[src/rtl/fc_neuron_mac.sv]
// Single fully-connected neuron: dot product of one pooled map with external weights,
// plus bias, with saturation and optional ReLU. Two-stage pipeline (multiply, accumulate).
module fc_neuron_mac #(
  parameter int unsigned N    = 16,
  parameter int unsigned Q    = 12,
  parameter int unsigned LEN  = 16,
  parameter int unsigned RELU = 1,
  parameter int unsigned AW   = 4
) (
  input  logic                clk,
  input  logic                master_rst,
  input  logic                ce,
  input  logic                valid_in,
  input  logic signed [N-1:0] din,
  input  logic                end_in,
  output logic [AW-1:0]       w_addr,
  input  logic signed [N-1:0] w_data,
  input  logic signed [N-1:0] bias,
  output logic signed [N-1:0] data_out,
  output logic                valid_out,
  output logic                len_err
);

  localparam int unsigned PW   = 2 * N;
  localparam int unsigned ACCW = 2 * N + $clog2(LEN);
  localparam int unsigned RW   = ACCW + 1;
  localparam logic [AW-1:0] LAST = AW'(LEN - 1);
  localparam logic signed [RW-1:0] SAT_HI = {{(RW - N + 1){1'b0}}, {(N - 1){1'b1}}};
  localparam logic signed [RW-1:0] SAT_LO = {{(RW - N + 1){1'b1}}, {(N - 1){1'b0}}};

  logic [AW-1:0]          cnt;
  logic signed [PW-1:0]   prod;
  logic                   p_v;
  logic                   p_last;
  logic signed [ACCW-1:0] acc;

  logic                   cnt_last_c;
  logic signed [ACCW-1:0] prod_ext_c;
  logic signed [ACCW-1:0] sum_c;
  logic signed [RW-1:0]   biased_c;
  logic signed [RW-1:0]   shifted_c;
  logic signed [N-1:0]    result_c;

  assign w_addr = cnt;

  // Finalisation path: bias alignment, floor shift back to Q, saturate, optional ReLU
  always_comb begin
    cnt_last_c = (cnt == LAST);
    prod_ext_c = ACCW'(prod);
    sum_c      = acc + prod_ext_c;
    biased_c   = RW'(sum_c) + (RW'(bias) <<< Q);
    shifted_c  = biased_c >>> Q;
    if (shifted_c > SAT_HI) begin
      result_c = N'(SAT_HI);
    end else if (shifted_c < SAT_LO) begin
      result_c = N'(SAT_LO);
    end else begin
      result_c = N'(shifted_c);
    end
    if ((RELU != 0) && result_c[N-1]) begin
      result_c = '0;
    end
  end

  always_ff @(posedge clk) begin
    if (master_rst) begin
      cnt       <= '0;
      prod      <= '0;
      p_v       <= 1'b0;
      p_last    <= 1'b0;
      acc       <= '0;
      data_out  <= '0;
      valid_out <= 1'b0;
      len_err   <= 1'b0;
    end else if (ce) begin
      p_v    <= valid_in;
      p_last <= valid_in & cnt_last_c;
      if (valid_in) begin
        prod <= PW'(din) * PW'(w_data);
        cnt  <= cnt_last_c ? '0 : cnt + AW'(1);
        if (end_in != cnt_last_c) begin
          len_err <= 1'b1;
        end
      end
      valid_out <= 1'b0;
      // Last product of a map: emit result and clear acc so the next map starts clean
      if (p_v) begin
        if (p_last) begin
          acc       <= '0;
          data_out  <= result_c;
          valid_out <= 1'b1;
        end else begin
          acc <= sum_c;
        end
      end
    end
  end

endmodule

[config.mk]
export PLATFORM = sky130hd
export DESIGN_NAME = fc_neuron_mac
export DESIGN_NICKNAME = d
export VERILOG_FILES = /design/src/rtl/fc_neuron_mac.sv
export SDC_FILE = /design/constraint.sdc
export NUM_CORES = 1
export LEC_CHECK = 0
export ABC_AREA = 1
export CORE_MARGIN = 4
export CORE_UTILIZATION = 58
export CTS_CLUSTER_DIAMETER = 50
export DETAILED_ROUTE_END_ITERATION = 7
export GPL_ROUTABILITY_DRIVEN = 0
export PLACE_DENSITY = 0.8
export SYNTH_ARGS = -nofsm -noshare
export SYNTH_HDL_FRONTEND = slang
export SYNTH_SLANG_ARGS = --single-unit
[constraint.sdc]
create_clock -name clk -period 6.95 [get_ports clk]
set_input_delay 1.7375 -clock clk [delete_from_list [all_inputs] [get_ports clk]]
set_output_delay 1.7375 -clock clk [all_outputs]
set_load 0.01 [all_outputs]
Word level (Yosys, flattened, before mapping)
Index checks and enable logic that the tools add are counted.
Cells by class
  bitwise logic cells: 1
  reductions and logical operators: 4
  equal/unequal tests: 2
  multiplexer cells: 7
  order comparisons: 2
  $add $sub $neg: 3
  multiply operators: 1
Operator list (number)
  adder 36 x 28 -> 37 bit: 1
  adder 36 x 32 -> 36 bit: 1
  2-to-1 mux 36 bit: 1
  multiplier 16 x 16 -> 32 bit: 1
  2-to-1 mux 16 bit: 2
  > comparator 25 x 16 -> 1 bit, second input constant: 1
  < comparator 25 x 16 -> 1 bit, second input constant: 1
  2-to-1 mux 15 bit: 1
  AND reduction 3 bit: 2
  adder 4 x 1 -> 4 bit, second input constant: 1
  == test 4 bit, second input constant: 1
  2-to-1 mux 4 bit: 1
  AND reduction 2 bit: 2
  2-to-1 mux 1 bit: 2
  bitwise AND 1 bit: 1
  inequality test 1 bit: 1
Word-level totals
  input bits: 53
  output and inout bits: 22
  logic and storage cells: 28
  register bits after elaboration: 92

Depth between registers and ports, before layout
Gate-level depths: netlist of the first run.
  depth after elaboration: 6
  depth in mapped cells: 33

Worst setup path after synthesis of the first run
No wires, ideal clock.
  kind: input -> register
  from: input port w_data[1]
  to: register prod[26]
  cell stages on the path: 27
  setup time: 0.109 ns
  path slack: -0.201 ns
  data arrival time: 7.042 ns
  buffers on the path: 2
  data required time: 6.841 ns
  path through: clkbuf_1 > clkbuf_1 > nand2_1 > fa_1 > inv_1 > fa_1 > inv_1 > fa_1 > inv_1 > fa_1 > inv_1 > fa_1 > inv_1 > fa_1 > ha_1 > nand2_1 > inv_1 > nand3_1 > nor3_1 > nand4_1 > nand3_1 > a21o_1 > nand2_1 > nand3_1 > nand3_1 > nand2_1 > inv_1
On the way
  longest elaborated chain between the ends: 1
Ends and longest elaborated chain
  start, declared: RTL line 17  | input logic signed [N-1:0] w_data,
  multiplier 16 x 16 -> 32 bit: RTL line 79  | prod <= PW'(din) * PW'(w_data);
  end signal, assigned: RTL line 79
  end, declared: RTL line 32  | logic signed [PW-1:0] prod;
No other way between the ends.
A chain may end at the register's enable or synchronous reset.

Worst setup path in the final report of the first run
  from: input port din[15]
  to: register prod[29]
On the way
  longest elaborated chain between the ends: 1
Ends and longest elaborated chain
  start, declared: RTL line 14  | input logic signed [N-1:0] din,
  multiplier 16 x 16 -> 32 bit: RTL line 79
No other way between the ends.

==> results of run 1 <==
-- what timing repair did --
item	CTS	global route
setup buffers	6	13
cloned	0	1
resized for setup	95	141
setup endpoints to repair	18	21
pin swaps	47	90
-- placed cells by master, fill, tap and decap left out, types with 11 or more instances in the layout --
| cell type | n |
|---|---|
| sky130_fd_sc_hd__nor2_2 | 15 |
| sky130_fd_sc_hd__nor2_1 | 148 |
| sky130_fd_sc_hd__o21ai_0 | 63 |
| sky130_fd_sc_hd__clkdlybuf4s50_1 | 41 |
| sky130_fd_sc_hd__inv_1 | 532 |
| sky130_fd_sc_hd__dlymetal6s2s_1 | 18 |
| sky130_fd_sc_hd__ha_4 | 17 |
| sky130_fd_sc_hd__nand2_2 | 41 |
| sky130_fd_sc_hd__a21o_1 | 11 |
| sky130_fd_sc_hd__nand3_1 | 92 |
| sky130_fd_sc_hd__a21oi_2 | 16 |
| sky130_fd_sc_hd__or2_2 | 17 |
| sky130_fd_sc_hd__inv_2 | 30 |
| sky130_fd_sc_hd__nand3b_1 | 13 |
| sky130_fd_sc_hd__xor2_1 | 38 |
| sky130_fd_sc_hd__buf_4 | 187 |
| sky130_fd_sc_hd__fa_1 | 256 |
| sky130_fd_sc_hd__o21a_1 | 16 |
| sky130_fd_sc_hd__buf_6 | 20 |
| sky130_fd_sc_hd__a21oi_1 | 114 |
| sky130_fd_sc_hd__nor3_1 | 12 |
| sky130_fd_sc_hd__nand4_1 | 24 |
| sky130_fd_sc_hd__dfxtp_1 | 91 |
| sky130_fd_sc_hd__xnor2_1 | 20 |
| sky130_fd_sc_hd__nand2_1 | 605 |
| sky130_fd_sc_hd__ha_1 | 126 |
-- cells by family (layout without fill, tap and decap cells) --
family	count (synthesis)	count (layout)	share of synthesized area, %
simple gates	1013	1013	24.2
compound gates	283	283	9.06
other cells	1	1	0.0210
buf+inv	644	872	13.9
xor+xnor	59	59	2.94
fa+ha+maj	407	407	39.7
flops	91	91	10.2
-- flip-flops by register name (all words and copies together), names as in the netlist --
register and flops:
acc 36, data_out 15, len_err 1, p_last 1
p_v 1, prod 32, valid_out 1, w_addr 4
-- tightest hold or removal path: stages (launching register included) --
cell                      delay (ns)
sky130_fd_sc_hd__dfxtp_1        0.31
sky130_fd_sc_hd__inv_1          0.05
sky130_fd_sc_hd__a21oi_1        0.05
-- cells in the mapped netlist, types with 2 or more instances --
cell,count,area share [%]
sky130_fd_sc_hd__xnor2_1,20,0.98
sky130_fd_sc_hd__o21bai_1,9,0.38
sky130_fd_sc_hd__nor2_2,5,0.18
sky130_fd_sc_hd__buf_4,3,0.13
sky130_fd_sc_hd__nand2_1,633,13
sky130_fd_sc_hd__nor3_1,16,0.45
sky130_fd_sc_hd__nor2_4,3,0.19
sky130_fd_sc_hd__clkbuf_1,70,1.5
sky130_fd_sc_hd__dlygate4sd1_1,2,0.098
sky130_fd_sc_hd__fa_1,264,30
sky130_fd_sc_hd__nand2_4,3,0.19
sky130_fd_sc_hd__dfxtp_1,91,10
sky130_fd_sc_hd__xor2_1,38,1.9
sky130_fd_sc_hd__o21a_1,16,0.67
sky130_fd_sc_hd__a21o_1,11,0.46
sky130_fd_sc_hd__o221ai_1,3,0.15
sky130_fd_sc_hd__nand2_2,20,0.70
sky130_fd_sc_hd__a211oi_1,6,0.25
sky130_fd_sc_hd__a21boi_0,8,0.34
sky130_fd_sc_hd__nor4_1,3,0.11
sky130_fd_sc_hd__nand3_2,7,0.39
sky130_fd_sc_hd__or2_2,21,0.74
sky130_fd_sc_hd__nand3_1,96,2.7
sky130_fd_sc_hd__inv_2,5,0.11
sky130_fd_sc_hd__a31oi_1,10,0.35
sky130_fd_sc_hd__o211ai_1,2,0.084
sky130_fd_sc_hd__nor2_1,159,3.3
sky130_fd_sc_hd__ha_1,143,10
sky130_fd_sc_hd__a21oi_1,131,3.7
sky130_fd_sc_hd__o21ai_0,78,2.2
sky130_fd_sc_hd__nand4_1,24,0.84
sky130_fd_sc_hd__and2_1,8,0.28
sky130_fd_sc_hd__nand3b_1,13,0.55
sky130_fd_sc_hd__inv_1,559,12
-- per-stage QoR --
step | setup TNS, ns | hold slack, ns | instances
6_report | 0 | 0.456 | 3116
5_1_grt | -0.322 | 0.485 | 3116
4_1_cts | -0.0280 | 0.458 | 3102
3_5_place_dp | -11.08 | 0.448 | 3080
3_3_place_gp | -8.45 | 0.436 | 3080
2_1_floorplan | 0 | 0.449 | 2498
-- path summary, 6_finish.rpt --
| kind | from | to | slack, ns | depth (start not counted) |
|---|---|---|---|---|
| hold reg to reg | len_err | len_err | 0.46 | 2 |
| setup reg to reg | prod[2] | data_out[3] | 2.18 | 25 |
| setup / recovery | din[15] | prod[29] | 0.07 | 25 |
| hold / removal | len_err | len_err | 0.46 | 2 |
-- layer usage --
layer	part of all wire, %	wire length [um]
met3	7.8	4050
met1	40	20500
met2	48	24900
met5	0	0
met4	4.4	2260
-- final cells by class --
cell class	instances	area [sq um]
Clock inverter	7	92.6
Multi-Input combinational cell	1763	14100
Sequential cell	91	1820
Fill cell	2202	8520
Tap cell	390	488
Clock buffer	9	225
Inverter	565	2130
Timing Repair Buffer	291	2570
==> impl_results.html, run 1 <==
<table>
<tr><th>Metric</th><th>Value</th></tr>
<tr><th colspan="2">Outcome</th></tr>
<tr><td>Run status</td><td>complete, no violations</td></tr>
<tr><th colspan="2">Critical path</th></tr>
<tr><td>Slowest Stage Delay on Critical Path</td><td>0.61 ns</td></tr>
<tr><td>Crit Path Max Fanout</td><td>8</td></tr>
<tr><td>Arr. time, crit path</td><td>7.18 ns</td></tr>
<tr><td>Critical Path End Type</td><td>flop</td></tr>
<tr><td>Data required, critical path</td><td>7.25 ns</td></tr>
<tr><td>Slowest stage cell on the critical path</td><td>sky130_fd_sc_hd__fa_1</td></tr>
<tr><td>CP dominant cell by count</td><td>sky130_fd_sc_hd__fa_1</td></tr>
<tr><td>Crit start category</td><td>input port</td></tr>
<tr><td>Cell family with most CP delay</td><td>adder cells</td></tr>
<tr><td>Buf+Inv Stages, Crit Path</td><td>10</td></tr>
<tr><td>Crit Path Class</td><td>input port to flop</td></tr>
<tr><th colspan="2">Placed design</th></tr>
<tr><td>Worst Setup Slack post-DPL</td><td>-0.684 ns</td></tr>
<tr><td>Count of port buffers added during placement</td><td>73</td></tr>
<tr><td>Total placed instance area</td><td>20300 sq um</td></tr>
<tr><td>HPWL Detailed</td><td>40.6 mm</td></tr>
<tr><th colspan="2">Floorplan</th></tr>
<tr><td>I/O pin count</td><td>75</td></tr>
<tr><td>Initial Utilization</td><td>59.5%</td></tr>
<tr><td>Core Area</td><td>30000 sq um</td></tr>
<tr><td>Row cnt</td><td>63</td></tr>
<tr><td>Die height</td><td>183 um</td></tr>
<tr><td>Die width</td><td>183 um</td></tr>
<tr><td>Die Area</td><td>33600 sq um</td></tr>
<tr><th colspan="2">Clock tree</th></tr>
<tr><td>Clock-pin slew reported for the worst setup and hold paths after clock tree synthesis</td><td>0.07 ns</td></tr>
<tr><td>H-tree lvl count</td><td>3</td></tr>
<tr><td>Clk_lat worst skew</td><td>0.36 ns</td></tr>
<tr><td>Clock tree from TritonCTS</td><td>built</td></tr>
<tr><td>Hold-fix buffers at CTS</td><td>0</td></tr>
<tr><td>Number of buffers created by CTS</td><td>9</td></tr>
<tr><td>Number of sinks driven by the clock tree</td><td>91</td></tr>
<tr><td>Number of buffers between clock root and the deepest sink</td><td>2</td></tr>
<tr><td>Root buffer cell</td><td>sky130_fd_sc_hd__clkbuf_16</td></tr>
<tr><th colspan="2">Timing</th></tr>
<tr><td>Final max-slew violation count</td><td>0</td></tr>
<tr><td>Slew margin rel.</td><td>34.1%</td></tr>
<tr><td>Worst clock skew on the final layout</td><td>0.0100 ns</td></tr>
<tr><td>Minimum clock period after layout</td><td>6.88 ns</td></tr>
<tr><td>Final period utilization</td><td>99.0%</td></tr>
<tr><td>Final worst-path setup slack</td><td>0.0661 ns</td></tr>
<tr><td>Endpoints failing hold</td><td>0</td></tr>
<tr><td>Unrepaired setup endpoints after global routing</td><td>yes</td></tr>
<tr><td>F_max</td><td>0.145 GHz</td></tr>
<tr><td>Setup violation total in the final timing report</td><td>0</td></tr>
<tr><td>Transition time at the pin with the least slew margin</td><td>0.987 ns</td></tr>
<tr><th colspan="2">Synthesis</th></tr>
<tr><td>Flip-flop cell with the highest count after synthesis</td><td>sky130_fd_sc_hd__dfxtp_1</td></tr>
<tr><td>Net Count, Synth</td><td>2958</td></tr>
<tr><td>Number of flops mapped to enable cells by yosys</td><td>0</td></tr>
<tr><td>Syn. warnings</td><td>0</td></tr>
<tr><td>Gate count after technology mapping</td><td>2498</td></tr>
<tr><td>Yosys reg bits</td><td>91</td></tr>
<tr><td>Post-Syn Area</td><td>17800 sq um</td></tr>
<tr><td>Seq/Total Area, Yosys</td><td>10.2%</td></tr>
<tr><td>Synth Area per Inst</td><td>7.13 sq um</td></tr>
<tr><td>Yosys cell types</td><td>52</td></tr>
<tr><td>Share of async-settable or async-resettable flops after synthesis</td><td>0%</td></tr>
<tr><th colspan="2">Route</th></tr>
<tr><td>Via count</td><td>17200</td></tr>
<tr><td>Drt first pass iters</td><td>8</td></tr>
<tr><td>Post-route DRC violation count</td><td>0</td></tr>
<tr><td>Iter 0 DRT Violations</td><td>1474</td></tr>
<tr><td>Total length of routed wires</td><td>51.7 mm</td></tr>
<tr><td>Routed via count divided by cell count</td><td>5.53</td></tr>
<tr><td>Avg WL per Cell</td><td>16.6 um</td></tr>
<tr><td>Final ANT Viol Nets</td><td>0</td></tr>
<tr><th colspan="2">Final layout</th></tr>
<tr><td>Final nets</td><td>3181</td></tr>
<tr><td>Fin util</td><td>71.6%</td></tr>
<tr><td>Syn-to-layout area delta</td><td>20.3%</td></tr>
<tr><td>Diode insertion count for antenna repair</td><td>0</td></tr>
<tr><td>Layout cells sized above 1</td><td>16.3%</td></tr>
<tr><td>Cell area after layout</td><td>21400 sq um</td></tr>
<tr><th colspan="2">Global routing</th></tr>
<tr><td>Number of antenna violations at the first check in global routing</td><td>0</td></tr>
<tr><td>Met3 Track Usage GR</td><td>3.85%</td></tr>
<tr><td>GRT busiest layer</td><td>met2</td></tr>
<tr><td>Pin count of the biggest net entering global routing</td><td>62</td></tr>
<tr><td>GRT Residual Overflow</td><td>0</td></tr>
<tr><td>Met1 routing resource usage after global routing</td><td>38.0%</td></tr>
<tr><td>GR Util met2</td><td>49.8%</td></tr>
<tr><td>Total GRT Usage</td><td>29.3%</td></tr>
<tr><td>Global-route wire length before repair</td><td>81.5 mm</td></tr>
<tr><td>Via count of the first global-routing pass</td><td>17200</td></tr>
<tr><th colspan="2">Flow run</th></tr>
<tr><td># Max-Cap Violations</td><td>0</td></tr>
<tr><th colspan="2">Min path</th></tr>
<tr><td>Hold crit path type</td><td>flop to flop</td></tr>
</table>
Power of run 1 is left out: the tool's default activity adds up to more than one toggle a clock period on the data nets, which glitch-free logic cannot reach.
==> inputs of run 2 (changes only) <==
--- a/config.mk
+++ b/config.mk
@@ -11,7 +11,7 @@
 export CTS_CLUSTER_DIAMETER = 50
 export DETAILED_ROUTE_END_ITERATION = 7
 export GPL_ROUTABILITY_DRIVEN = 0
-export PLACE_DENSITY = 0.8
+export PLACE_DENSITY_LB_ADDON = 0.2
 export SYNTH_ARGS = -nofsm -noshare
 export SYNTH_HDL_FRONTEND = slang
 export SYNTH_SLANG_ARGS = --single-unit
==> run 2 against run 1 <==
Effect of this change: the run now ends with design-rule violations left; clock-buffer cell count is 1 higher; sequential cell count stayed put; cell count grew 0.58%.
==> impl_results.html, run 2 (synthesis gave the netlist of run 1 again) <==
<table>
<tr><th>Metric</th><th>Value</th></tr>
<tr><th colspan="2">Timing</th></tr>
<tr><td>Final period utilization</td><td>98.6% (-0.43 points)</td></tr>
<tr><td>Endpoints failing hold</td><td>0 (unchanged)</td></tr>
<tr><td>Slew margin rel.</td><td>25.6% (-8.5 points)</td></tr>
<tr><td>Minimum clock period after layout</td><td>6.85 ns (-0.0301 ns)</td></tr>
<tr><td>Final-layout setup total negative slack</td><td>0 ns (unchanged)</td></tr>
<tr><td>Worst Hold Margin</td><td>0.463 ns (+0.00660 ns)</td></tr>
<tr><td>Final max-slew violation count</td><td>0 (unchanged)</td></tr>
<tr><td>F_max</td><td>0.146 GHz (+0.44%)</td></tr>
<tr><td>Transition time at the pin with the least slew margin</td><td>1.12 ns (+0.128 ns)</td></tr>
<tr><td>Setup violation total in the final timing report</td><td>0 (unchanged)</td></tr>
<tr><td>Worst clock skew on the final layout</td><td>0.00987 ns (-0.000140 ns)</td></tr>
<tr><th colspan="2">Global routing</th></tr>
<tr><td>GRT Residual Overflow</td><td>0 (unchanged)</td></tr>
<tr><td>Global-route wire length before repair</td><td>79.6 mm (-2.3%)</td></tr>
<tr><td>GR Util met2</td><td>50.4% (+0.55 points)</td></tr>
<tr><td>Total GRT Usage</td><td>28.7% (-0.55 points)</td></tr>
<tr><td>Met1 routing resource usage after global routing</td><td>36.4% (-1.6 points)</td></tr>
<tr><td>Via count of the first global-routing pass</td><td>16900 (-1.5%)</td></tr>
<tr><td>GRT busiest layer</td><td>met2</td></tr>
<tr><td>Number of antenna violations at the first check in global routing</td><td>0 (unchanged)</td></tr>
<tr><td>Pin count of the biggest net entering global routing</td><td>62 (unchanged)</td></tr>
<tr><td>Met3 Track Usage GR</td><td>2.96% (-0.89 points)</td></tr>
<tr><th colspan="2">Clock tree</th></tr>
<tr><td>Number of buffers created by CTS</td><td>9 (unchanged)</td></tr>
<tr><td>Clock-pin slew reported for the worst setup and hold paths after clock tree synthesis</td><td>0.07 ns (about the same)</td></tr>
<tr><td>Clock tree from TritonCTS</td><td>built</td></tr>
<tr><td>Root buffer cell</td><td>sky130_fd_sc_hd__clkbuf_16</td></tr>
<tr><td>Number of buffers between clock root and the deepest sink</td><td>2 (unchanged)</td></tr>
<tr><td>Clk_lat worst skew</td><td>0.36 ns (about the same)</td></tr>
<tr><td>H-tree lvl count</td><td>3 (unchanged)</td></tr>
<tr><td>Number of sinks driven by the clock tree</td><td>91 (unchanged)</td></tr>
<tr><th colspan="2">Critical path</th></tr>
<tr><td>Critical Path End Type</td><td>flop</td></tr>
<tr><td>Arr. time, crit path</td><td>7.11 ns (-0.07 ns)</td></tr>
<tr><td>Depth of the most critical reg-to-reg path</td><td>25 (unchanged)</td></tr>
<tr><td>Slowest Stage Delay on Critical Path</td><td>0.58 ns (-0.03 ns)</td></tr>
<tr><td>Cell family with most CP delay</td><td>adder cells</td></tr>
<tr><td>Buf+Inv Stages, Crit Path</td><td>9 (-1)</td></tr>
<tr><td>Slowest stage cell on the critical path</td><td>sky130_fd_sc_hd__fa_1</td></tr>
<tr><td>Crit Path Max Fanout</td><td>6 (-2)</td></tr>
<tr><td>Crit start category</td><td>input port</td></tr>
<tr><td>Crit Path Class</td><td>input port to flop</td></tr>
<tr><td>Data required, critical path</td><td>7.21 ns (-0.04 ns)</td></tr>
<tr><td>CP dominant cell by count</td><td>sky130_fd_sc_hd__fa_1</td></tr>
<tr><td>Critical Path Stages</td><td>26 (+4.0%)</td></tr>
<tr><th colspan="2">Final layout</th></tr>
<tr><td>Layout cells sized above 1</td><td>15.1% (-1.2 points)</td></tr>
<tr><td>Combined area of the multi-input logic cells</td><td>13900 sq um (-1.3%)</td></tr>
<tr><td>Leading cell types in the layout, fill and taps excluded</td><td>619 x sky130_fd_sc_hd__nand2_1, 541 x sky130_fd_sc_hd__inv_1, 257 x sky130_fd_sc_hd__fa_1, 203 x sky130_fd_sc_hd__buf_4, 155 x sky130_fd_sc_hd__nor2_1</td></tr>
<tr><td>Cell Count, Final, Fillers Out</td><td>3134 (+0.58%)</td></tr>
<tr><td>Number of flip-flops under the largest register name</td><td>36 (unchanged)</td></tr>
<tr><td>Commonest non-fill, non-tap cell in the layout</td><td>sky130_fd_sc_hd__nand2_1</td></tr>
<tr><td>Largest registers in the final layout</td><td>acc x36, prod x32, data_out x15</td></tr>
<tr><td>Reg with most FFs</td><td>acc</td></tr>
<tr><td>Final nets</td><td>3199 (+0.57%)</td></tr>
<tr><td>Syn-to-layout area delta</td><td>19.9%</td></tr>
<tr><td>Combined flip-flop and latch cell area</td><td>1820 sq um (unchanged)</td></tr>
<tr><td>Fin util</td><td>71.3% (-0.22 points)</td></tr>
<tr><td>Diode insertion count for antenna repair</td><td>0 (unchanged)</td></tr>
<tr><td>Count of fill cells added during filler insertion</td><td>2377 (+7.9%)</td></tr>
<tr><th colspan="2">Outcome</th></tr>
<tr><td>Violated checks</td><td>design-rule violations</td></tr>
<tr><td>Run status</td><td>finished with violations</td></tr>
<tr><th colspan="2">Floorplan</th></tr>
<tr><td>Die width</td><td>183 um (unchanged)</td></tr>
<tr><td>I/O pin count</td><td>75 (unchanged)</td></tr>
<tr><td>Row cnt</td><td>63 (unchanged)</td></tr>
<tr><td>Initial Utilization</td><td>59.5% (unchanged)</td></tr>
<tr><td>Die height</td><td>183 um (unchanged)</td></tr>
<tr><td>Die Area</td><td>33600 sq um (unchanged)</td></tr>
<tr><td>Core Area</td><td>30000 sq um (unchanged)</td></tr>
<tr><th colspan="2">Placed design</th></tr>
<tr><td>DP Cell Count</td><td>3088 (+0.26%)</td></tr>
<tr><td>HPWL Detailed</td><td>40.6 mm (-0.13%)</td></tr>
<tr><td>Count of port buffers added during placement</td><td>73 (unchanged)</td></tr>
<tr><th colspan="2">Route</th></tr>
<tr><td>Post-route DRC violation count</td><td>13 (+13)</td></tr>
<tr><td>Via count</td><td>16800 (-2.5%)</td></tr>
<tr><td>Avg WL per Cell</td><td>16.1 um (-2.9%)</td></tr>
<tr><td>Total length of routed wires</td><td>50.5 mm (-2.3%)</td></tr>
<tr><td>Routed via count divided by cell count</td><td>5.36 (-3.1%)</td></tr>
<tr><td>Iter 0 DRT Violations</td><td>1444 (-2.0%)</td></tr>
<tr><td>Final ANT Viol Nets</td><td>0 (unchanged)</td></tr>
<tr><td>Drt first pass iters</td><td>8 (unchanged)</td></tr>
<tr><th colspan="2">Min path</th></tr>
<tr><td>Hold crit path type</td><td>flop to flop</td></tr>
<tr><td>Hold Path Cell Cnt</td><td>2 (unchanged)</td></tr>
<tr><th colspan="2">Flow run</th></tr>
<tr><td># Max-Cap Violations</td><td>0 (unchanged)</td></tr>
</table>
[run 2: changes by cell type in the layout (fill, tap and decap cells not counted), sizes merged]
cell           delta
buf              +17
clkbuf            +4
dlymetal6s2s      -3
bufinv            -1
clkdlybuf4s50     +1
clkinvlp          +1
inv               -1
[run 2: per-layer routing]
| layer | up-vias | routed length (um) |
|---|---|---|
| li1 | 8028 | - |
| met1 | 7890 | 20300 |
| met2 | 693 | 24400 |
| met3 | 183 | 3090 |
| met4 | 0 | 2730 |
| met5 | - | 0 |
[run 2: final timing paths]
check	start	slack [ns]	endpoint
hold / removal	len_err	0.46	len_err
hold reg to reg	len_err	0.46	len_err
setup reg to reg	prod[2]	2.23	data_out[8]
setup / recovery	w_data[15]	0.1	prod[31]
[run 2: worst reg2reg max path, cell delays in order (launching register included)]
cell	delay, ns
sky130_fd_sc_hd__dfxtp_1	0.33
sky130_fd_sc_hd__ha_1	0.39
sky130_fd_sc_hd__a21oi_1	0.12
sky130_fd_sc_hd__nand2_1	0.22
sky130_fd_sc_hd__a21boi_0	0.18
sky130_fd_sc_hd__o21ai_2	0.30
sky130_fd_sc_hd__inv_1	0.07
sky130_fd_sc_hd__o21bai_1	0.31
sky130_fd_sc_hd__nand2_1	0.13
sky130_fd_sc_hd__nand2_1	0.08
sky130_fd_sc_hd__nand2_1	0.05
sky130_fd_sc_hd__and2_1	0.18
sky130_fd_sc_hd__ha_1	0.37
sky130_fd_sc_hd__nand2_2	0.13
sky130_fd_sc_hd__inv_2	0.05
sky130_fd_sc_hd__nand2_1	0.06
sky130_fd_sc_hd__nand2_1	0.07
sky130_fd_sc_hd__clkinv_1	0.06
sky130_fd_sc_hd__nand2_2	0.07
sky130_fd_sc_hd__a31oi_4	0.16
sky130_fd_sc_hd__xor2_2	0.64
sky130_fd_sc_hd__nand3_2	0.19
sky130_fd_sc_hd__nand2_4	0.21
sky130_fd_sc_hd__nand3_1	0.12
sky130_fd_sc_hd__nand2_1	0.10
sky130_fd_sc_hd__inv_1	0.04
[run 2: cell type report]
| cell class | count | share of cell area (%) |
|---|---|---|
| multi-input cells | 1763 | 65.2 |
| repair buffers | 309 | 12.7 |
| inverters | 565 | 9.95 |
| flip-flops and latches | 91 | 8.53 |
| well taps | 390 | 2.28 |
| clock buffers | 10 | 1.12 |
| clock inverters | 6 | 0.293 |
[run 2: stage by stage]
stage / area, sq um / setup slack, ns
2_1_floorplan: 17900 / 0.00376
3_3_place_gp: 20300 / -0.486
3_5_place_dp: 20300 / -0.669
4_1_cts: 20900 / 0.00114
5_1_grt: 21400 / -0.108
6_report: 21400 / 0.0962
[run 2: timing repair]
item | CTS | global route
hold buffers | 0 | 0
setup endpoints to repair | 20 | 21
gates cloned | 0 | 4
resized for setup | 61 | 120
pin swaps | 30 | 79
setup buffers | 12 | 14
Power of run 2 is left out for the same reason.
